===== src/rtl/minimicro_pkg.sv =====
// Shared types and constants for the minimicro front end.
package minimicro_pkg;

  // Fetch sequencer states.
  typedef enum logic [1:0] {
    ST_IDLE = 2'd0,
    ST_RUN  = 2'd1,
    ST_HALT = 2'd2
  } fetch_state_e;

  // Instruction word that marks an invalid fetch and stops the front end.
  localparam logic [31:0] FETCH_FAULT_WORD = 32'hDEADBEEF;

endpackage


===== src/rtl/fetch_queue.sv =====
// Two-entry FIFO of {instruction word, pc} between fetch and the consumer.
// Flush wins over push and pop. Outputs read zero whenever the queue is empty.
module fetch_queue #(
  parameter int DATA_LENGTH = 32,
  parameter int PW          = 6
) (
  input  logic                   clk,
  input  logic                   rst,
  input  logic                   i_push,
  input  logic                   i_pop,
  input  logic                   i_flush,
  input  logic [DATA_LENGTH-1:0] i_data,
  input  logic [PW-1:0]          i_pc,
  output logic [DATA_LENGTH-1:0] o_data,
  output logic [PW-1:0]          o_pc,
  output logic                   o_full,
  output logic                   o_empty
);

  logic [DATA_LENGTH-1:0] r_data [2];
  logic [PW-1:0]          r_pc   [2];
  logic                   r_wr;
  logic                   r_rd;
  logic [1:0]             r_cnt;

  logic w_push;
  logic w_pop;

  assign o_full  = (r_cnt == 2'd2);
  assign o_empty = (r_cnt == 2'd0);

  // A push into a full queue is only legal when the head leaves the same cycle.
  assign w_push = i_push && (!o_full || i_pop);
  assign w_pop  = i_pop && !o_empty;

  assign o_data = o_empty ? '0 : r_data[r_rd];
  assign o_pc   = o_empty ? '0 : r_pc[r_rd];

  // Storage, pointers and occupancy; flush only resets the bookkeeping.
  always_ff @(posedge clk) begin
    if (rst) begin
      for (int i = 0; i < 2; i++) begin
        r_data[i] <= '0;
        r_pc[i]   <= '0;
      end
      r_wr  <= 1'b0;
      r_rd  <= 1'b0;
      r_cnt <= 2'd0;
    end else if (i_flush) begin
      r_wr  <= 1'b0;
      r_rd  <= 1'b0;
      r_cnt <= 2'd0;
    end else begin
      if (w_push) begin
        r_data[r_wr] <= i_data;
        r_pc[r_wr]   <= i_pc;
        r_wr         <= ~r_wr;
      end
      if (w_pop) begin
        r_rd <= ~r_rd;
      end
      r_cnt <= r_cnt + {1'b0, w_push} - {1'b0, w_pop};
    end
  end

endmodule


===== src/rtl/fetch_unit.sv =====
// Instruction fetch front end: sequences the PC through a combinational
// instruction memory and buffers fetched words in a two-entry queue.
// Out-of-range PCs and the fault word park the unit in HALT until reset.
module fetch_unit
  import minimicro_pkg::*;
#(
  parameter  int DATA_LENGTH = 32,
  parameter  int MEM_LENGTH  = 32,
  localparam int AW          = $clog2(MEM_LENGTH),
  localparam int PW          = AW + 1
) (
  input  logic                   clk,
  input  logic                   rst,
  input  logic                   start,
  input  logic                   redirect_valid,
  input  logic [PW-1:0]          redirect_addr,
  output logic [AW-1:0]          imem_address,
  input  logic [DATA_LENGTH-1:0] imem_data,
  output logic                   instr_valid,
  output logic [DATA_LENGTH-1:0] instr_data,
  output logic [PW-1:0]          instr_pc,
  input  logic                   instr_ready,
  output logic                   fault,
  output logic                   busy
);

  localparam logic [DATA_LENGTH-1:0] LP_FAULT_WORD = DATA_LENGTH'(FETCH_FAULT_WORD);
  localparam logic [PW-1:0]          LP_MEM_LEN    = PW'(MEM_LENGTH);

  fetch_state_e r_state;
  fetch_state_e w_state_nxt;
  logic [PW-1:0] r_pc;
  logic [PW-1:0] w_pc_nxt;
  logic          r_fault;
  logic          w_fault_nxt;

  logic          w_push;
  logic          w_pop;
  logic          w_flush;
  logic          w_full;
  logic          w_empty;
  logic [AW-1:0] w_addr;
  logic          w_in_range;
  logic          w_redirect;

  assign w_in_range = (r_pc < LP_MEM_LEN);
  assign w_redirect = (r_state == ST_RUN) && redirect_valid;

  // A redirect cancels any pop so the consumer's handshake is voided by the flush.
  assign w_pop = !w_empty && instr_ready && !w_redirect;

  fetch_queue #(
    .DATA_LENGTH (DATA_LENGTH),
    .PW          (PW)
  ) u_queue (
    .clk     (clk),
    .rst     (rst),
    .i_push  (w_push),
    .i_pop   (w_pop),
    .i_flush (w_flush),
    .i_data  (imem_data),
    .i_pc    (r_pc),
    .o_data  (instr_data),
    .o_pc    (instr_pc),
    .o_full  (w_full),
    .o_empty (w_empty)
  );

  assign instr_valid  = !w_empty;
  assign imem_address = w_addr;
  assign fault        = r_fault;
  assign busy         = (r_state == ST_RUN);

  // State, PC and sticky fault registers.
  always_ff @(posedge clk) begin
    if (rst) begin
      r_state <= ST_IDLE;
      r_pc    <= '0;
      r_fault <= 1'b0;
    end else begin
      r_state <= w_state_nxt;
      r_pc    <= w_pc_nxt;
      r_fault <= w_fault_nxt;
    end
  end

  // Next-state, PC update and queue control; redirect outranks everything in RUN.
  always_comb begin
    w_state_nxt = r_state;
    w_pc_nxt    = r_pc;
    w_fault_nxt = r_fault;
    w_push      = 1'b0;
    w_flush     = 1'b0;
    w_addr      = '0;
    case (r_state)
      ST_IDLE: begin
        if (start) begin
          w_state_nxt = ST_RUN;
          w_pc_nxt    = '0;
        end
      end
      ST_RUN: begin
        w_addr = r_pc[AW-1:0];
        if (redirect_valid) begin
          w_flush  = 1'b1;
          w_pc_nxt = redirect_addr;
        end else if (!w_in_range) begin
          w_state_nxt = ST_HALT;
          w_fault_nxt = 1'b1;
        end else if (!w_full || w_pop) begin
          if (imem_data == LP_FAULT_WORD) begin
            w_state_nxt = ST_HALT;
            w_fault_nxt = 1'b1;
          end else begin
            w_push   = 1'b1;
            w_pc_nxt = r_pc + PW'(1);
          end
        end
      end
      ST_HALT: begin
        // Only reset leaves HALT; buffered instructions may still drain.
      end
      default: begin
        w_state_nxt = ST_IDLE;
      end
    endcase
  end

endmodule


===== config.mk =====
export PLATFORM = sky130hd
export DESIGN_NAME = fetch_unit
export DESIGN_NICKNAME = d
export VERILOG_FILES = /design/src/rtl/minimicro_pkg.sv /design/src/rtl/fetch_queue.sv /design/src/rtl/fetch_unit.sv
export SDC_FILE = /design/constraint.sdc
export NUM_CORES = 1
export LEC_CHECK = 0
export CAP_MARGIN = 15
export CELL_PAD_IN_SITES_DETAIL_PLACEMENT = 0
export CELL_PAD_IN_SITES_GLOBAL_PLACEMENT = 1
export CORE_MARGIN = 2
export CORE_UTILIZATION = 37
export DETAILED_ROUTE_END_ITERATION = 8
export PLACE_DENSITY_LB_ADDON = 0.1
export SETUP_SLACK_MARGIN = 0.15
export SKIP_LAST_GASP = 1
export SYNTH_ARGS = -nofsm -noshare
export SYNTH_HDL_FRONTEND = slang
export SYNTH_SLANG_ARGS = --single-unit

===== constraint.sdc =====
create_clock -name clk -period 5.5 [get_ports clk]
set_clock_uncertainty 0.1 [all_clocks]
set_input_delay 1.375 -clock clk [delete_from_list [all_inputs] [get_ports clk]]
set_output_delay 1.375 -clock clk [all_outputs]
set_load 0.01 [all_outputs]

==> impl_metrics.json, run 1 <==
{
  "ys_seq_area_frac": 0.5818,
  "antenna_cells": 0,
  "place_area_mm2": 0.005396,
  "yosysTopAreaCell": "edfxtp_1",
  "antenna_found_initial": 0,
  "tightest_slew_ps": 939.3,
  "nFillCells": 1069,
  "area_delta_synth_final_pct": 29.23,
  "holdCritPathClass": "register to register",
  "cts_buffer_depth": 2,
  "synth_edf_count": 76,
  "htreeDepth": 3,
  "fin_crit_ps": 3887,
  "num_vias": 2867,
  "cts_resized": 0,
  "die_h_um": 113.1,
  "gr-usage-all-layers": 0.1566,
  "synth_seq_cells": 90,
  "die-area_mm2": 0.01279,
  "slew_violations": 0,
  "status": "complete, but fails checks",
  "drt_wl_total_mm": 9.523,
  "setup_slack_ps": 1613,
  "num_rows": 39,
  "p_total_w": 0.001696,
  "yosys_warnings": 0,
  "critPathLaunchType": "register",
  "cp.required_ps": 4030,
  "post-cts-setup-buffers": 0,
  "cts_root_buf": "clkbuf_16",
  "whs_path_depth": 1,
  "synthCells": 358,
  "setup.worst_path.end_class": "primary output",
  "fin_setup_tns_ps": 0,
  "cts_tree": "done",
  "num_io_pins": 89,
  "drv_cap": 0,
  "r2r_slack_ps": 2840,
  "crit_arrival_ps": 2410,
  "seq_area_mm2": 0.002564,
  "routabilityCongestion": 0.7524,
  "drive_gt1_frac": 0.1454,
  "multi_input_area_mm2": 0.001713,
  "grt_max_degree": 40,
  "cts_hold_buf": 0,
  "dr.pass1.iters": 6,
  "setup_viol": 0,
  "cts_buffers": 9,
  "fin_nets": 488,
  "synth_area_per_cell_um2": 12.30,
  "synthFlopType": "edfxtp_1",
  "fmaxAchievable_ghz": 0.2573,
  "min_from": "fault",
  "die_x_um": 113.1,
  "clkSinkCount": 90,
  "ys_async_sr_fraction": 0,
  "drtIter0Drc": 108,
  "via_per_inst": 4.859,
  "rsz0062_at_grt": "false",
  "start_util": 0.3824,
  "irDropWorstVdd_uv": 136.1,
  "clkSlewWorstSetupHoldPaths_ps": 60,
  "clk_latency_ps": 330,
  "worstPathMaxFanout": 21,
  "cpPeakStageDelay_ps": 770,
  "grt_overflow": 0,
  "failed_checks": "design-rule violations",
  "critPathKind": "register to primary output",
  "worst_path_max_delay_cell": "dfxtp_2",
  "p_per_area_mw_per_mm2": 298.0,
  "grt_pass1_wl_mm": 15.58,
  "holdPathEnd": "fault",
  "place_ws_ps": 1446,
  "reg2reg_depth": 9,
  "fin_util": 0.4942,
  "drtAntennaViolNets": 0,
  "p_leak_nw": 2.017,
  "reg2reg_to": "u_queue.r_cnt[1]",
  "wl_per_cell_um": 16.14,
  "core_area_mm2": 0.01152,
  "hold_violations": 0,
  "crit_chain": "buf_4 > mux2i_1 > nor2_1 > clkdlybuf4s50_1",
  "grt_pass1_vias": 3067,
  "dpl.hpwl_mm": 6.298,
  "slew-limit-headroom": 0.3723,
  "remaining_drc_errors": 8,
  "synth_top_area_frac": 0.5182,
  "synth.most_common_cell": "edfxtp_1",
  "port_buffers": 88,
  "synth_common_cells": "edfxtp_1 (76), and2_1 (48), nor2_1 (48)",
  "fin_crit_sh": 0.7067,
  "synth.distinct_cells": 48,
  "design_area_mm2": 0.005692,
  "worstReg2RegStart": "u_queue.r_cnt[0]",
  "synth_area_mm2": 0.004404,
  "synthTopCellsByArea": "edfxtp_1 (52%), mux2i_1 (9.5%), and2_1 (6.8%), dfxtp_1 (6.4%), and2_4 (4.6%)"
}
## layout make-up
cell class	instances	share of cell area
Multi-Input combinational cell	241	0.3009
Clock inverter	6	0.01165
Sequential cell	90	0.4504
Clock buffer	10	0.04023
Inverter	8	0.005276
Timing Repair Buffer	92	0.1600
Tap cell	143	0.03144
## worst max-delay path by stage
stage               cells after the start                    end      startpoint
floorplan                               5   u_queue.r_data[0][0]  redirect_valid
global placement                        8  u_queue.r_data[1][20]  redirect_valid
detailed placement                      8  u_queue.r_data[1][18]  redirect_valid
CTS                                     4         instr_data[30]        register
global route                            4          instr_data[3]        register
finish                                  4         instr_data[30]        register
## per-layer routing
metal  GRT usage  up-vias  routed length (um)
li1            -     1418                   -
met1      0.2010     1377                4354
met2      0.2703       62                4654
met3     0.02732       10                 400
met4     0.04959        0                 114
met5           0        -                   0
## worst max-delay path: cells and delay by family, from the launching register on
family                 cells  cell delay [ps]
multiplexers               1              280
flip-flops                 1              770
buffers and inverters      2              970
AND/OR/NAND/NOR            1               60
## through the flow
step	instances	hold WS, ps
floorplan	359	381.2
global placement	574	352.7
detailed placement	574	360.9
CTS	590	376.1
global route	590	398.0
finish	590	369.4
## report_power, final
part	internal (W)	total (W)	switching, W
clock	0.000353	0.000609	0.000256
sequential	0.000779	0.000805	0.0000257
combinational	0.000141	0.000283	0.000142
## cell usage in the layout, fill, tap and decap left out, types with 3 or more instances in the layout
master,synthesis,layout
clkdlybuf4s50_1,0,88
edfxtp_1,76,76
and2_1,48,48
nor2_1,48,47
mux2i_1,42,42
and2_4,23,23
dfxtp_1,14,13
nand2_1,13,12
clkbuf_16,0,9
and2_2,8,8
inv_1,7,7
nand4b_1,6,6
xnor2_1,6,6
nand3_1,5,5
buf_4,0,4
and3_1,3,3
mux2_2,3,3
ha_1,3,3
## flip-flops by register name, indices dropped and copies added (netlist names), named ones only
| register | count |
|---|---|
| r_state | 2 |
| u_queue.r_data | 64 |
| u_queue.r_cnt | 2 |
| fault | 1 |
| r_pc | 6 |
| u_queue.r_wr | 1 |
| u_queue.r_pc | 12 |
| u_queue.r_rd | 1 |
## cells by family (layout without fill, tap and decap cells)
kind of cell | count (synthesis) | after routing | synth area share
buffers and inverters | 28 | 116 | 0.03636
DFF | 90 | 90 | 0.5818
and+or+nand+nor | 169 | 169 | 0.2298
adders and majority gates | 3 | 3 | 0.008524
muxes | 45 | 45 | 0.1031
AOI/OAI and AO/OA | 16 | 16 | 0.02756
other | 1 | 2 | 0.0008515
xor gates and xnor gates | 6 | 6 | 0.01193
(Power assumes the default switching activity.)
==> run 2, diff against run 1 <==
- CORE_UTILIZATION: 37 -> 40
- clock period: 5.5 -> 3.7 ns (I/O delays scaled with it)
==> run 2 against run 1 <==
The run now ends clean. Clock power is 17% higher. Sequential power is 47% higher. Non-clock buffer count rose by 7. Design area rose by 0.22%. Utilization up 3.4 points. Sequential share of layout area fell by 0.099 points. Critical path depth rose by 3. Wire length down 1.7%. First-iteration DRC count increased by 1.9%.
==> impl_metrics.json, run 2 (synthesized netlist as in run 1, its figures left out) <==
{
  "status": "finished, final reports clean",
  "grt_max_degree": 39,
  "p_clk_frac": 0.304,
  "routabilityCongestion": 0.7807,
  "dr.pass1.iters": 4,
  "dpl.cell_count": 578,
  "cts_resized": 0,
  "drtIter0Drc": 110,
  "cts_buffers": 9,
  "place_area_mm2": 0.005495,
  "fin_util": 0.5285,
  "start_util": 0.4081,
  "antenna_found_initial": 0,
  "startpoint": "imem_data[31]",
  "die_x_um": 108.9,
  "setup.worst_path.end_class": "register",
  "fin_cells": 594,
  "p_per_area_mw_per_mm2": 412.6,
  "critPathLaunchType": "input pin",
  "cts_buffer_depth": 2,
  "via_per_inst": 4.852,
  "post-cts-setup-buffers": 0,
  "top_regs": "u_queue.r_data x64, u_queue.r_pc x12, r_pc x6",
  "p_leak_nw": 2.035,
  "clkSinkCount": 90,
  "remaining_drc_errors": 0,
  "drive_gt1_frac": 0.1586,
  "cp.required_ps": 3720,
  "fin_setup_tns_ps": 0,
  "num_io_pins": 89,
  "grt_pass1_vias": 2817,
  "p_sw_frac": 0.2516,
  "crit_family": "simple AND/OR/NAND/NOR gates",
  "drtAntennaViolNets": 0,
  "largest_register": "u_queue.r_data",
  "dpl.hpwl_mm": 6.291,
  "port_buffers": 88,
  "fin_crit_sh": 0.8490,
  "die-area_mm2": 0.01187,
  "worst_path_max_delay_cell": "nor4_2",
  "core_area_mm2": 0.01079,
  "clk_latency_ps": 360,
  "antenna_cells": 0,
  "final_common_cell": "clkdlybuf4s50_1",
  "p_int_w": 0.001761,
  "rsz0062_at_grt": "false",
  "comb_power_share": 0.195,
  "gr-usage-all-layers": 0.1661,
  "largest_reg_flops": 64,
  "cts_tree": "done",
  "fin_crit_ps": 3141,
  "die_h_um": 108.9,
  "cts_root_buf": "clkbuf_8",
  "final_cell_mix": "clkdlybuf4s50_1 (88), edfxtp_1 (76), and2_1 (48)",
  "fin_nets": 495,
  "drt_wl_total_mm": 9.359,
  "num_vias": 2882,
  "worst-path-buf-inv": 2,
  "fmaxAchievable_ghz": 0.3183,
  "worstPathMaxFanout": 37,
  "p_sw_w": 0.0005923,
  "crit_arrival_ps": 3160,
  "cts_hold_buf": 0,
  "critPathKind": "input pin to register",
  "num_rows": 38,
  "grt_pass1_wl_mm": 14.52,
  "grt_overflow": 0,
  "nFillCells": 950,
  "htreeDepth": 3,
  "pwr-share-seq": 0.502,
  "clkSlewWorstSetupHoldPaths_ps": 80,
  "drv_cap": 0,
  "min_from": "fault",
  "wl_per_cell_um": 15.76,
  "area_delta_synth_final_pct": 29.52,
  "holdCritPathClass": "register to register",
  "irDropWorstVdd_uv": 227.4,
  "slew_violations": 0,
  "hold_violations": 0,
  "cpPeakStageDelay_ps": 510,
  "crit_chain": "clkdlybuf4s50_1 > nand4b_1 > nor4_2 > a2111o_1 > inv_2 > and3_4 > and2_2",
  "worstReg2RegStart": "r_state[1]",
  "setup_viol": 0,
  "design_area_mm2": 0.005704
}
[run 2: cell count changes in the layout (fill, tap and decap cells not counted), sizes merged]
| cell | delta |
|---|---|
| clkinvlp | -1 |
| buf | +7 |
| inv | -1 |
| bufinv | +1 |
| clkinv | +1 |
[run 2: area by class of cell]
class                           instances  area, um^2  share of cell area
Clock inverter                          6       81.33             0.01426
Timing Repair Buffer                   99        1013              0.1777
Clock buffer                           10       127.6             0.02237
Tap cell                              140       175.2             0.03071
Sequential cell                        90        2564              0.4494
Inverter                                8       30.03            0.005264
Multi-Input combinational cell        241        1713              0.3003
[run 2: per-stage QoR]
stage / power, W / hold WS (ps) / worst slack (ps)
final: 0.002354 / 373.2 / 558.7
after global routing: 0.002458 / 415.0 / 460.6
after CTS: 0.002374 / 378.8 / 545.4
after detailed placement: 0.001670 / 359.5 / 166.0
after global placement: 0.001667 / 353.8 / 216.4
after floorplan: 0.001427 / 381.2 / 452.6
[run 2: path summary, 6_finish.rpt]
path / depth (start not counted) / to / slack, ps
hold reg to reg: 1 / fault / 370
hold / removal: 1 / fault / 370
setup reg to reg: 6 / u_queue.r_data[1][26] / 1240
setup / recovery: 7 / u_queue.r_data[1][26] / 560
[run 2: power by group through the flow]
stage	clock network (W)	registers [W]	logic, W
5_1_grt	0.000771	0.00119	0.000500
3_5_place_dp	0	0.00120	0.000465
6_report	0.000715	0.00118	0.000458
3_3_place_gp	0	0.00120	0.000465
2_1_floorplan	0	0.00120	0.000230
4_1_cts	0.000725	0.00118	0.000468
[run 2: worst register-to-register path, stage by stage, from the launching register on]
cell and delay (ps):
dfxtp_1 340, and2b_1 420, nand2_2 170, a2111o_1 490, inv_2 110, and3_4 460, and2_2 230
[run 2: per-layer routing]
metal | vias to the layer above | part of all wire | GRT usage
li1 | 1429 | - | -
met1 | 1382 | 0.46 | 0.2085
met2 | 62 | 0.49 | 0.2817
met3 | 9 | 0.041 | 0.03766
met4 | 0 | 0.012 | 0.05769
met5 | - | 0 | 0
